### config.mk
export PLATFORM = sky130hd
export DESIGN_NAME = data_mem_arbiter
export DESIGN_NICKNAME = d
export VERILOG_FILES = /design/src/rtl/data_mem_arbiter.sv
export SDC_FILE = /design/constraint.sdc
export NUM_CORES = 1
export LEC_CHECK = 0
export ABC_AREA = 1
export CAP_MARGIN = 20
export CORE_ASPECT_RATIO = 0.75
export CORE_MARGIN = 8
export CORE_UTILIZATION = 45
export DETAILED_ROUTE_END_ITERATION = 12
export GPL_ROUTABILITY_DRIVEN = 0
export MAX_ROUTING_LAYER = met4
export PLACE_DENSITY = 0.84
export SYNTH_ARGS = -nofsm -noshare
export SYNTH_HDL_FRONTEND = slang
export SYNTH_SLANG_ARGS = --single-unit
export TNS_END_PERCENT = 30
### constraint.sdc
create_clock -name clk -period 2.1 [get_ports clk]
set_input_delay 0.525 -clock clk [delete_from_list [all_inputs] [get_ports clk]]
set_output_delay 0.525 -clock clk [all_outputs]
set_load 0.01 [all_outputs]
### src/rtl/data_mem_arbiter.sv
// rtl/data_mem_arbiter.sv - round-robin two-port sequencer for the 8x16 data memory
module data_mem_arbiter #(
  parameter int ADDR_W      = 3,
  parameter int DATA_W      = 16,
  parameter int INIT_CYCLES = 2
) (
  input  logic              clk,
  input  logic              rst,
  input  logic              req0,
  input  logic              req1,
  input  logic              we0,
  input  logic              we1,
  input  logic [ADDR_W-1:0] addr0,
  input  logic [ADDR_W-1:0] addr1,
  input  logic [DATA_W-1:0] wdata0,
  input  logic [DATA_W-1:0] wdata1,
  output logic              ack0,
  output logic              ack1,
  output logic [DATA_W-1:0] rdata0,
  output logic [DATA_W-1:0] rdata1,
  output logic              busy,
  output logic              mem_rst,
  output logic              mem_write,
  output logic              mem_read,
  output logic [ADDR_W-1:0] mem_addr,
  output logic [DATA_W-1:0] mem_wdata,
  input  logic [DATA_W-1:0] mem_rdata
);

  localparam int CNT_W = $clog2(INIT_CYCLES + 1);

  typedef enum logic [1:0] {S_INIT, S_IDLE, S_ACCESS, S_DONE} state_t;

  state_t              state, state_n;
  logic [CNT_W-1:0]    init_cnt, init_cnt_n;
  logic                prio, prio_n;
  logic                win, win_n;
  logic                we_l, we_n;
  logic [ADDR_W-1:0]   addr_l, addr_n;
  logic [DATA_W-1:0]   wdata_l, wdata_n;

  always_comb begin
    state_n    = state;
    init_cnt_n = init_cnt;
    prio_n     = prio;
    win_n      = win;
    we_n       = we_l;
    addr_n     = addr_l;
    wdata_n    = wdata_l;
    case (state)
      S_INIT: begin
        if (init_cnt == CNT_W'(INIT_CYCLES)) state_n = S_IDLE;
        else                                 init_cnt_n = init_cnt + 1'b1;
      end
      S_IDLE: begin
        if (req0 | req1) begin
          // a lone requester always wins; a tie goes to the port named by prio
          win_n   = (req0 & req1) ? prio : req1;
          we_n    = win_n ? we1 : we0;
          addr_n  = win_n ? addr1 : addr0;
          wdata_n = win_n ? wdata1 : wdata0;
          prio_n  = ~win_n;
          state_n = S_ACCESS;
        end
      end
      S_ACCESS: state_n = S_DONE;
      S_DONE:   state_n = S_IDLE;
      default:  state_n = S_INIT;
    endcase
  end

  // outputs are registered from the next state so they line up with it
  always_ff @(posedge clk) begin
    if (!rst) begin
      state     <= S_INIT;
      init_cnt  <= '0;
      prio      <= 1'b0;
      win       <= 1'b0;
      we_l      <= 1'b0;
      addr_l    <= '0;
      wdata_l   <= '0;
      ack0      <= 1'b0;
      ack1      <= 1'b0;
      rdata0    <= '0;
      rdata1    <= '0;
      busy      <= 1'b1;
      mem_rst   <= 1'b1;
      mem_write <= 1'b0;
      mem_read  <= 1'b0;
      mem_addr  <= '0;
      mem_wdata <= '0;
    end else begin
      state     <= state_n;
      init_cnt  <= init_cnt_n;
      prio      <= prio_n;
      win       <= win_n;
      we_l      <= we_n;
      addr_l    <= addr_n;
      wdata_l   <= wdata_n;
      busy      <= (state_n != S_IDLE);
      mem_rst   <= (state_n == S_INIT);
      mem_write <= (state_n == S_ACCESS) & we_n;
      mem_read  <= (state_n == S_ACCESS) & ~we_n;
      ack0      <= (state_n == S_DONE) & ~win_n;
      ack1      <= (state_n == S_DONE) & win_n;
      if (state_n == S_ACCESS) begin
        mem_addr  <= addr_n;
        mem_wdata <= wdata_n;
      end
      if (state == S_ACCESS && mem_read) begin
        if (win) rdata1 <= mem_rdata;
        else     rdata0 <= mem_rdata;
      end
    end
  end

endmodule

==> impl_metrics.tcl <==
set metrics [dict create \
    antenna_found_initial 0 \
    cpLargestDelayFamily "buffers and inverters" \
    end_kind "output pin" \
    fin_ws_ns 0.323 \
    synthCells 402 \
    cpMaxStageDelayCell "clkdlybuf4s50_1" \
    syn_nets 463 \
    maxCapViolCount 0 \
    syn2layout_area_growth_pct 51.8 \
    grt_setup_unrepaired "no" \
    ctsLongestPathBuffers 2 \
    finalInstanceArea_um2 4170 \
    worstMarginPinSlew_ns 0.766 \
    dp_cells 580 \
    synth_edf_count 0 \
    initial_utilization 0.469 \
    final-setup-viol-count 0 \
    crit_chain "clkdlybuf4s50_1" \
    synth_top_area_cell "dfxtp_1" \
    yosysSeqAreaShare 0.459 \
    die_x_um 106 \
    ys.flop_type "dfxtp_1" \
    drt-total-wl_um 8120 \
    drc_errors 0 \
    cts_tree "done" \
    first_pass_iters 4 \
    path_class "flop to output pin" \
    synth_most_common_cell "nand2_1" \
    grt_first_pass_wirelength_um 13500 \
    r2r_slack_ns 0.61 \
    hold_depth 2 \
    syn_area_um2 2750 \
    synth_cell_types 22 \
    grt_max_degree 35 \
    clk_latency_ns 0.35 \
    ctsResizeCount 0 \
    crit_fanout 2 \
    die_h_um 83.7 \
    dpl_cell_area_um2 3950 \
    timing_hold_violations_final 0 \
    r2r-end "mem_addr[0]" \
    diodes 0 \
    synth_commonest_cells "nand2_1 (122), inv_1 (66), dfxtp_1 (63), nor2_1 (38), nand4_1 (33)" \
    first_global_vias 2808 \
    vias 2865 \
    port-buffer-count 116 \
    start_kind "flop" \
    post-cts-setup-buffers 0 \
    holdCritStartpoint "mem_wdata[8]" \
    grt_usage 0.191 \
    layout-drive-gt1-share 0.0579 \
    p_leak_nw 1.90 \
    min_to "mem_wdata[8]" \
    clockRootBuffer "clkbuf_8" \
    hpwl_um 6130 \
    numCtsBuffers 9 \
    status "finished clean" \
    timing.rr.start "state[1]" \
    ff2ff_path_depth 6 \
    power.density_nw_per_um2 853 \
    yosys-top-cells-area "dfxtp_1 (46%), nand2_1 (17%), inv_1 (9.0%)" \
    dp_slack_ns 0.0142 \
    path_buf_inv 1 \
    ctsHoldBuffers 0 \
    gr-total-overflow 0 \
    final_antenna_net_count 0 \
    syn_area_per_cell_um2 6.83 \
    fin_crit_sh 0.846 \
    path_clk_slew_ns 0.07 \
    fmax_mhz 563 \
    wire_per_inst_um 13.6 \
    maxSlewViolCount 0 \
    core-area_um2 5860 \
    hold_path_class "flop to flop" \
    ys_warn_count 0 \
    ir_drop_mv 0.420 \
    num_rows 24 \
    yosysTopAreaCellShare 0.459 \
    crit_arrival_ns 1.25 \
    htree_num_levels 3 \
    nets 574 \
    required_ns 1.57 \
    finalClockSkew_ns 0.0116 \
    synthArstFlopShare 0 \
    timing.slew.headroom 0.489 \
    critical_path.max_stage_delay_ns 0.55 \
    ys_ff_latch 63 \
    cts_sinks 63 \
    viasPerCell 4.81 \
    fin_tns_setup_ns 0 \
    drt_iter0_drc 129 \
    dieArea_um2 8890 \
    fin_cells 596 \
    min_period_ns 1.78 \
    io_pins 117 \
]
kinds of logic after synthesis:
group,count (synthesis),synth area share
AOI/OAI and AO/OA,22,0.0410
adders and majority gates,1,0.00455
buffers and inverters,93,0.139
DFF,63,0.459
and+or+nand+nor,223,0.357
state kept, by name (all words and copies together), names as in the netlist:
signal / flops
rdata0: 16
win: 1
mem_wdata: 16
prio: 1
busy: 1
mem_rst: 1
rdata1: 16
mem_addr: 3
init_cnt: 2
ack0: 1
mem_read: 1
state: 2
mem_write: 1
ack1: 1
final cells by class:
type,instances,area [µm²]
clock inverter,5,81.3
sequential,63,1260
clock buffer,11,141
multi-input combinational,246,1100
tap,78,97.6
fill,487,1690
inverter,68,255
timing repair buffer,125,1230
layer usage:
metal / share of wire / up-vias / global-route usage
li1: - / 1462 / -
met1: 0.43 / 1301 / 0.214
met2: 0.50 / 89 / 0.312
met3: 0.052 / 13 / 0.0648
met4: 0.023 / 0 / 0.0611
met5: 0 / - / -
power by group:
part | total, mW | internal [mW] | switching (mW)
clock network | 1.18 | 0.701 | 0.480
registers | 1.42 | 1.34 | 0.0776
logic | 0.957 | 0.432 | 0.525
total | 3.56 | 2.48 | 1.08
layout by cell type, fill, tap and decap left out, types with 2 or more instances in the layout:
cell | synthesis | final
a21oi_1 | 20 | 20
buf_4 | 3 | 9
bufinv_16 | 0 | 2
clkbuf_8 | 0 | 10
clkdlybuf4s50_1 | 0 | 116
dfxtp_1 | 63 | 63
inv_1 | 66 | 66
nand2_1 | 122 | 122
nand3_1 | 23 | 23
nand4_1 | 33 | 33
nor2_1 | 38 | 38
nor2_2 | 2 | 2
nor2_4 | 2 | 2
worst max-delay path by stage:
stage / startpoint / end / cells past startpoint
5_1_grt: req1 / mem_wdata[8] / 6
3_5_place_dp: req1 / mem_addr[0] / 6
2_1_floorplan: req1 / mem_addr[0] / 6
3_3_place_gp: req1 / mem_wdata[10] / 6
6_report: mem_wdata[1] / mem_wdata[1] / 1
4_1_cts: rdata0[2] / rdata0[2] / 1
through the flow:
step / total power, mW / util / hold slack [ns]
after global placement: 2.37 / 0.674 / 0.437
after floorplan: 1.95 / - / 0.441
final: 3.56 / 0.712 / 0.457
after CTS: 3.58 / 0.712 / 0.457
after detailed placement: 2.40 / 0.674 / 0.444
after global routing: 3.75 / 0.712 / 0.476
Power figures use the tool's default switching activity.
